[config.mk]
export PLATFORM = sky130hd
export DESIGN_NAME = alu_operand_loader_flat
export DESIGN_NICKNAME = d
export VERILOG_FILES = /design/src/rtl/alu_operand_loader_if.sv /design/src/rtl/alu_operand_loader.sv /design/src/flat_wrapper.sv
export SDC_FILE = /design/constraint.sdc
export NUM_CORES = 1
export LEC_CHECK = 0
export CAP_MARGIN = 20
export CORE_ASPECT_RATIO = 0.6
export CORE_MARGIN = 2
export CORE_UTILIZATION = 50
export CTS_BUF_LIST = sky130_fd_sc_hd__clkbuf_8
export CTS_CLUSTER_DIAMETER = 120
export DETAILED_ROUTE_END_ITERATION = 12
export PLACE_DENSITY = 0.78
export SYNTH_ARGS = -nofsm -noshare
export SYNTH_HDL_FRONTEND = slang
export SYNTH_SLANG_ARGS = --single-unit
[constraint.sdc]
create_clock -name clk -period 4.6 [get_ports clk]
set_clock_uncertainty 0.05 [all_clocks]
set_input_delay 0.46 -clock clk [delete_from_list [all_inputs] [get_ports clk]]
set_output_delay 0.46 -clock clk [all_outputs]
set_load 0.1 [all_outputs]
[src/rtl/alu_operand_loader_if.sv]
// Pin-side and ALU-side signal bundle for the ALU operand loader.
// Handshake: there is no ready path; each rising edge of the pin-driven
// `load` strobe delivers one nibble on data_in (A/B first, opcode second),
// and `valid` marks result_q/carry_q as holding the latest completed result.
interface alu_operand_loader_if;
   logic       load;
   logic [3:0] data_in;
   logic [1:0] alu_a;
   logic [1:0] alu_b;
   logic [3:0] alu_sel;
   logic [6:0] alu_result;
   logic       alu_carry;
   logic [6:0] result_q;
   logic       carry_q;
   logic       valid;
   logic       busy;
   logic       timeout_err;
   logic [1:0] state;   // debug view of the loader FSM state

   modport slave (
      input  load, data_in, alu_result, alu_carry,
      output alu_a, alu_b, alu_sel, result_q, carry_q, valid, busy,
             timeout_err, state
   );

   modport master (
      output load, data_in, alu_result, alu_carry,
      input  alu_a, alu_b, alu_sel, result_q, carry_q, valid, busy,
             timeout_err, state
   );
endinterface

[src/rtl/alu_operand_loader.sv]
// Two-nibble operand/opcode loader for the 2-bit ALU: synchronises the slow
// pin strobe, captures A/B then opcode, samples the ALU result one cycle
// later and holds it with a valid flag. Abandoned transactions time out.
module alu_operand_loader #(
   parameter int TIMEOUT_CYCLES = 255,
   parameter int CNT_W          = 8
) (
   input logic                  clk,
   input logic                  reset,
   alu_operand_loader_if.slave  bus
);

   typedef enum logic [1:0] {IDLE, GOT_OPS, EXEC, DONE} state_t;

   localparam logic [CNT_W-1:0] TIMEOUT_LAST = CNT_W'(TIMEOUT_CYCLES - 1);

   state_t           state;
   logic             load_s1, load_s2, load_s3;
   logic [3:0]       data_s1, data_s2;
   logic [1:0]       fill;
   logic             armed;
   logic             strobe;
   logic [CNT_W-1:0] cnt;
   logic [1:0]       alu_a, alu_b;
   logic [3:0]       alu_sel;
   logic [6:0]       result_q;
   logic             carry_q, valid, busy, timeout_err;

   // Synchronise the pin inputs and arm edge detection once a real low is seen.
   // Reset clears the flops to 0, which would look like a low level; `fill`
   // waits until load_s2 holds a genuinely sampled pin value before arming,
   // so a load held high through reset release cannot fake a rising edge.
   always_ff @(posedge clk) begin
      if (reset) begin
         load_s1 <= 1'b0;
         load_s2 <= 1'b0;
         load_s3 <= 1'b0;
         data_s1 <= '0;
         data_s2 <= '0;
         fill    <= '0;
         armed   <= 1'b0;
      end else begin
         load_s1 <= bus.load;
         load_s2 <= load_s1;
         load_s3 <= load_s2;
         data_s1 <= bus.data_in;
         data_s2 <= data_s1;
         fill    <= {fill[0], 1'b1};
         if (fill[1] && !load_s2)
            armed <= 1'b1;
      end
   end

   assign strobe = load_s2 & ~load_s3 & armed;

   // Transaction FSM; every output is registered alongside the state.
   always_ff @(posedge clk) begin
      if (reset) begin
         state       <= IDLE;
         cnt         <= '0;
         alu_a       <= '0;
         alu_b       <= '0;
         alu_sel     <= '0;
         result_q    <= '0;
         carry_q     <= 1'b0;
         valid       <= 1'b0;
         busy        <= 1'b0;
         timeout_err <= 1'b0;
      end else begin
         case (state)
            IDLE, DONE: begin
               if (strobe) begin
                  alu_a       <= data_s2[3:2];
                  alu_b       <= data_s2[1:0];
                  timeout_err <= 1'b0;
                  cnt         <= '0;
                  busy        <= 1'b1;
                  state       <= GOT_OPS;
                  // Leaving DONE starts a new result, so the old one is stale.
                  if (state == DONE)
                     valid <= 1'b0;
               end
            end
            GOT_OPS: begin
               // A strobe on the timeout cycle still completes the transaction.
               if (strobe) begin
                  alu_sel <= data_s2;
                  state   <= EXEC;
               end else if (cnt == TIMEOUT_LAST) begin
                  timeout_err <= 1'b1;
                  busy        <= 1'b0;
                  state       <= IDLE;
               end else begin
                  cnt <= cnt + CNT_W'(1);
               end
            end
            EXEC: begin
               // ALU inputs have been stable since the opcode edge.
               result_q <= bus.alu_result;
               carry_q  <= bus.alu_carry;
               valid    <= 1'b1;
               busy     <= 1'b0;
               state    <= DONE;
            end
            default: state <= IDLE;
         endcase
      end
   end

   assign bus.alu_a       = alu_a;
   assign bus.alu_b       = alu_b;
   assign bus.alu_sel     = alu_sel;
   assign bus.result_q    = result_q;
   assign bus.carry_q     = carry_q;
   assign bus.valid       = valid;
   assign bus.busy        = busy;
   assign bus.timeout_err = timeout_err;
   assign bus.state       = state;

endmodule

[src/flat_wrapper.sv]
// flat-port wrapper written by rule: the top's interface ports become plain ports
module alu_operand_loader_flat 
#(
   parameter int TIMEOUT_CYCLES = 255,
   parameter int CNT_W          = 8
)
  (clk, reset, bus_load, bus_data_in, bus_alu_result, bus_alu_carry, bus_alu_a, bus_alu_b, bus_alu_sel, bus_result_q, bus_carry_q, bus_valid, bus_busy, bus_timeout_err, bus_state);
  alu_operand_loader_if bus_i ();
  input logic clk;
  input logic reset;
  input wire logic [$bits(bus_i.load)-1:0] bus_load;
  input wire logic [$bits(bus_i.data_in)-1:0] bus_data_in;
  input wire logic [$bits(bus_i.alu_result)-1:0] bus_alu_result;
  input wire logic [$bits(bus_i.alu_carry)-1:0] bus_alu_carry;
  output wire logic [$bits(bus_i.alu_a)-1:0] bus_alu_a;
  output wire logic [$bits(bus_i.alu_b)-1:0] bus_alu_b;
  output wire logic [$bits(bus_i.alu_sel)-1:0] bus_alu_sel;
  output wire logic [$bits(bus_i.result_q)-1:0] bus_result_q;
  output wire logic [$bits(bus_i.carry_q)-1:0] bus_carry_q;
  output wire logic [$bits(bus_i.valid)-1:0] bus_valid;
  output wire logic [$bits(bus_i.busy)-1:0] bus_busy;
  output wire logic [$bits(bus_i.timeout_err)-1:0] bus_timeout_err;
  output wire logic [$bits(bus_i.state)-1:0] bus_state;
  assign bus_i.load = bus_load;
  assign bus_i.data_in = bus_data_in;
  assign bus_i.alu_result = bus_alu_result;
  assign bus_i.alu_carry = bus_alu_carry;
  assign bus_alu_a = bus_i.alu_a;
  assign bus_alu_b = bus_i.alu_b;
  assign bus_alu_sel = bus_i.alu_sel;
  assign bus_result_q = bus_i.result_q;
  assign bus_carry_q = bus_i.carry_q;
  assign bus_valid = bus_i.valid;
  assign bus_busy = bus_i.busy;
  assign bus_timeout_err = bus_i.timeout_err;
  assign bus_state = bus_i.state;
  alu_operand_loader #(.TIMEOUT_CYCLES(TIMEOUT_CYCLES), .CNT_W(CNT_W)) u_core (.clk(clk), .reset(reset), .bus(bus_i));
endmodule
==> flow_summary_export.csv, run 1 <==
group,metric,value,unit
grt,grt_pass1_vias,1359,
die,start_util,53.8,%
pwr,sw_frac_of_total,26.9,%
timing,relSlewSlack,34.3,%
timing,setup_viol,0,
die,die_area,0.00413,mm^2
yosys,yosysSeqAreaShare,47.6,%
clock_tree,clock_sinks,43,
die,core_region_area,0.00336,mm^2
cells_and_area,diodes,0,
cells_and_area,syn2layout_area_growth,25.4,%
yosys,synth-main-ff-cell,"dfxtp_1",
route,vias_per_cell,5.71,
clock_tree,cts_buffers,5,
clock_tree,clk_pin_slew,0.08,ns
setup_path,critPathSlowestCell,"clkdlybuf4s50_1",
setup_path,start_kind,"register",
setup_path,worst_ep_arrival_time,1.87,ns
route,num_vias,1547,
yosys,ys_warn_count,0,
setup_path,end_kind,"primary output",
min_path,holdCritPathClass,"reg -> reg",
clock_tree,cts_hold_buffers,0,
yosys,synthCells,194,
setup_path,cp_top_family,"buffers and inverters",
yosys,avgSynthCellArea,9.32,um^2
timing,finalWorstSetupSlack,2.22,ns
yosys,synth_commonest_cells,"43 x dfxtp_1, 17 x nor2_1, 15 x a21oi_1, 15 x nand2_1, 14 x nand3_1",
yosys,synth.area.top_cells,"dfxtp_1 48%, mux2i_1 4.4%, a21oi_1 4.2%, ha_1 4.2%, nor2b_1 4.2%",
yosys,syn_area,0.00181,mm^2
setup_path,r2r_start,"u_core.bus.state[1]",
setup_path,critical_path_class,"reg -> out",
placed_design,dpl_worst_slack,2.31,ns
pwr,power_density,336,mW/mm^2
placed_design,dp_hpwl,2.80,mm
setup_path,path_max_fanout,5,
timing,period_minus_slack,2.38,ns
cells_and_area,final_util,67.4,%
yosys,synth_top_area_cell,"dfxtp_1",
pwr,leakagePower,0.787,nW
clock_tree,cts_max_level,2,
timing,fmax,0.419,GHz
job,cap_violations,0,
route,first_pass_iters,5,
pwr,pwr-share-clk,33.2,%
yosys,synth.top_cell.area_share,47.6,%
timing,grt_setup_unrepaired,"false",
pwr,p_seq_share,51.0,%
die,die_w,81.6,um
yosys,syn_nets,215,
route,drt_iter0_drc,101,
setup_path,crit_start,"u_core.bus.state[0]",
clock_tree,cts_resized,0,
grt,grt_pass1_wl,6.47,mm
clock_tree,cts_setup_buffers,0,
clock_tree,cts_tree,"built",
setup_path,slowest_delay,1.17,ns
grt,grt-ovfl-total,0,
yosys,synth_edf_count,0,
die,die_h,50.6,um
setup_path,crit_chain,"clkdlybuf4s50_1",
pwr,p_int,0.557,mW
yosys,synth-async-reset-ratio,0,%
cells_and_area,regArea,861,um^2
grt,antenna_found_initial,0,
clock_tree,root_buffer,"clkbuf_8",
cells_and_area,drive_gt1_share,7.08,%
route,final_antenna_net_count,0,
clock_tree,clk_path_buf_depth,2,
route,drc,0,
cells_and_area,finalNetCount,246,
setup_path,path_buf_inv,1,
min_path,worstHoldStart,"u_core.data_s1[0]",
yosys,synthMostInstantiatedCell,"dfxtp_1",
placed_design,portBuffers,35,
placed_design,gp_congestion,0.914,
route,wl,3.99,mm
timing,finalHoldViolCount,0,
timing,worst_hold_slack,0.391,ns
cells_and_area,multi_input_area,866,um^2
pwr,ir_drop,0.000324,V
yosys,synth.distinct_cells,45,
clock_tree,clk_latency,0.28,ns
die,rows,16,
pwr,p_sw,0.205,mW
timing,drv_slew,0,
setup_path,cp.required,4.09,ns
outcome,status,"complete, no violations",
pwr,combPwrFrac,15.8,%
grt,grt_max_degree,26,
route,wl_per_cell,14.7,um
yosys,ys_seq_elements,43,
timing,fin_tns_setup,0,ns
cells_and_area,fill_cells,274,
timing,worstMarginPinSlew,0.982,ns
timing,finalCritPeriodShare,51.8,%
grt,grt.total_usage,21.0,%
die,ios,36,
[layer usage]
layer  part of all wire, %  global-route usage, %
met1                    48                   29.0
met2                    43                   30.7
met3                   8.0                   6.12
met4                  0.95                   8.61
met5                     0                      0
[area by class of cell]
class,count,share of cell area [%]
Clock buffer,7,4.25
Clock inverter,1,0.166
Inverter,7,1.16
Multi-Input combinational cell,132,38.2
Sequential cell,43,38.0
Tap cell,45,2.48
Timing Repair Buffer,36,15.8
[worst paths after layout]
kind	end	slack, ns	cells past startpoint
setup / recovery	bus_state[0]	2.22	1
hold / removal	u_core.data_s2[0]	0.39	1
setup reg to reg	u_core.cnt[5]	2.29	6
hold reg to reg	u_core.data_s2[0]	0.39	1
[registers in the layout (all words and copies together), names as in the netlist, 2 cells and up]
| register | cells |
|---|---|
| u_core.cnt | 8 |
| u_core.bus.alu_b | 2 |
| u_core.fill | 2 |
| u_core.data_s1 | 4 |
| u_core.bus.alu_a | 2 |
| u_core.bus.state | 2 |
| u_core.data_s2 | 4 |
| u_core.bus.alu_sel | 4 |
| u_core.bus.result_q | 7 |
[power groups by stage]
stage | sequential (mW) | clock (mW) | combinational [mW]
after floorplan | 0.420 | 0 | 0.0646
after CTS | 0.389 | 0.257 | 0.120
after global routing | 0.391 | 0.278 | 0.131
after detailed placement | 0.398 | 0 | 0.119
final | 0.389 | 0.253 | 0.120
after global placement | 0.397 | 0 | 0.117
[layout by cell type, fill, tap and decap left out, types with 2 or more instances in the layout]
master	count
dfxtp_1	43
clkdlybuf4s50_1	35
nor2_1	17
nand2_1	15
a21oi_1	15
nand3_1	14
nor2b_1	12
inv_1	8
mux2i_1	8
clkbuf_8	7
ha_1	6
o21ai_0	4
nand4_1	4
o211ai_1	3
a311oi_1	3
a21boi_1	2
and3_1	2
a41oi_1	2
[per-stage QoR]
stage | std cells | total power [mW] | instance area (um^2)
6_report | 271 | 0.763 | 2270
5_1_grt | 271 | 0.799 | 2270
4_1_cts | 271 | 0.766 | 2270
3_5_place_dp | 263 | 0.517 | 2170
3_3_place_gp | 263 | 0.514 | 2170
2_1_floorplan | 194 | 0.485 | 1810
[cells by family after synthesis]
family	share of synthesized area [%]
mux	5.05
fa+ha+maj	4.15
simple gates	22.6
compound gates	16.1
flops	47.6
buf+inv	4.50
(Power assumes the default switching activity.)
==> run 2, diff against run 1 <==
==> constraint.sdc (replaced) <==
create_clock -name clk -period 2.5 [get_ports clk]
set_clock_uncertainty 0.05 [all_clocks]
set_input_delay 0.25 -clock clk [delete_from_list [all_inputs] [get_ports clk]]
set_output_delay 0.25 -clock clk [all_outputs]
set_load 0.1 [all_outputs]
==> flow_summary_export.csv, run 2 (synthesis results as in run 1) <==
group,metric,value,unit
setup_path,start_kind,"register",
clock_tree,clk_pin_slew,0.07,ns
grt,grt_max_degree,14,
cells_and_area,drive_gt1_share,17.1,%
clock_tree,cts_setup_buffers,0,
cells_and_area,fill_cells,278,
cells_and_area,top_regs,"u_core.cnt (8), u_core.bus.result_q (7)",
cells_and_area,final_common_cell,"dfxtp_1",
clock_tree,cts_tree,"built",
clock_tree,cts_resized,0,
route,drc,0,
setup_path,path_max_fanout,13,
die,rows,16,
die,die_w,81.6,um
timing,finalCritPeriodShare,88.0,%
route,wl,4.06,mm
timing,relSlewSlack,61.1,%
setup_path,end_kind,"register",
clock_tree,cts_hold_buffers,0,
timing,setup_viol,0,
clock_tree,root_buffer,"clkbuf_8",
min_path,holdPathStages,1,
route,num_vias,1548,
setup_path,r2r_start,"u_core.bus.state[0]",
clock_tree,clk_latency,0.29,ns
grt,grt_pass1_wl,6.44,mm
timing,fin_tns_setup,0,ns
placed_design,portBuffers,35,
pwr,fin_total_pwr,1.45,mW
cells_and_area,final_util,66.6,%
placed_design,dp_hpwl,3.04,mm
min_path,holdPathEnd,"u_core.data_s2[3]",
pwr,leakagePower,0.845,nW
timing,period_minus_slack,2.20,ns
clock_tree,clk_path_buf_depth,2,
grt,grt.total_usage,21.1,%
timing,grt_setup_unrepaired,"false",
setup_path,crit_chain,"inv_1 -> ha_1 -> nor2b_4 -> and3_1 -> a31oi_1 -> a2111oi_1",
route,final_antenna_net_count,0,
cells_and_area,finalNetCount,249,
job,cap_violations,0,
pwr,ir_drop,0.000407,V
cells_and_area,regMostFlops,"u_core.cnt",
setup_path,worst_ep_arrival_time,2.31,ns
placed_design,gp_congestion,0.863,
die,core_region_area,0.00336,mm^2
clock_tree,clock_sinks,43,
pwr,power_density,648,mW/mm^2
route,drt_iter0_drc,151,
setup_path,cp.required,2.61,ns
timing,drv_slew,0,
cells_and_area,regArea,861,um^2
die,start_util,53.8,%
grt,grt-ovfl-total,0,
route,first_pass_iters,4,
die,die_h,50.6,um
min_path,worstHoldStart,"u_core.data_s1[3]",
setup_path,cp_top_family,"compound AO/OA/AOI/OAI gates",
grt,antenna_found_initial,0,
die,ios,36,
grt,grt_pass1_vias,1410,
clock_tree,cts_max_level,2,
setup_path,slowest_delay,0.50,ns
cells_and_area,syn2layout_area_growth,23.9,%
cells_and_area,diodes,0,
clock_tree,cts_buffers,5,
route,wl_per_cell,14.9,um
cells_and_area,multi_input_area,866,um^2
setup_path,r2r_end,"u_core.cnt[6]",
timing,finalHoldViolCount,0,
setup_path,critical_path_class,"reg -> reg",
die,die_area,0.00413,mm^2
timing,worstMarginPinSlew,0.583,ns
setup_path,reg2reg_slack,0.30,ns
setup_path,path_buf_inv,1,
cells_and_area,largest_reg_flops,8,
cells_and_area,final_cell_mix,"43 x dfxtp_1, 25 x buf_4, 17 x nor2_1, 15 x nand2_1, 15 x a21oi_1",
outcome,status,"complete, no violations",
setup_path,critPathSlowestCell,"ha_1",
min_path,holdCritPathClass,"reg -> reg",
route,vias_per_cell,5.67,
timing,fmax,0.455,GHz
setup_path,r2r_cells,6,
-- run 2: power by group --
part           switching (mW)  internal [mW]
Combinational           0.150         0.0808
Clock                   0.214          0.288
Sequential             0.0152          0.702
Total                   0.379           1.07
-- run 2: metrics by stage --
| step | area [um^2] | setup WS (ns) | hold slack (ns) | std cells |
|---|---|---|---|---|
| final | 2240 | 0.300 | 0.392 | 273 |
| after global routing | 2240 | 0.166 | 0.421 | 273 |
| after CTS | 2240 | 0.339 | 0.396 | 273 |
| after detailed placement | 2140 | 0.380 | 0.379 | 266 |
| after global placement | 2140 | 0.587 | 0.372 | 266 |
| after floorplan | 1810 | 0.0629 | 0.328 | 194 |
-- run 2: worst max path at each step --
stage / startpoint / end / slack [ns] / cells after the start
after floorplan: u_core.bus.state[0] / u_core.cnt[6] / 0.06 / 6
after global placement: u_core.bus.state[0] / u_core.cnt[6] / 0.59 / 6
after detailed placement: u_core.bus.state[0] / u_core.cnt[6] / 0.38 / 6
after CTS: u_core.bus.state[0] / u_core.cnt[6] / 0.34 / 6
after global routing: u_core.bus.state[0] / u_core.cnt[6] / 0.17 / 6
final: u_core.bus.state[0] / u_core.cnt[6] / 0.30 / 6
-- run 2: layer usage --
| metal | global-route usage, % | up-vias | routed length [um] |
|---|---|---|---|
| met1 | 26.4 | 723 | 1800 |
| met4 | 7.50 | 0 | 54 |
| met5 | 0 | - | 0 |
| li1 | - | 757 | - |
| met2 | 33.7 | 61 | 1840 |
| met3 | 7.55 | 7 | 375 |
-- run 2: layout make-up --
type                    count  area share (%)
well taps                  45            2.51
repair buffers             39            14.6
clock buffers               5            3.07
inverters                   7            1.17
multi-input cells         132            38.7
flip-flops and latches     43            38.4
clock inverters             2            1.51
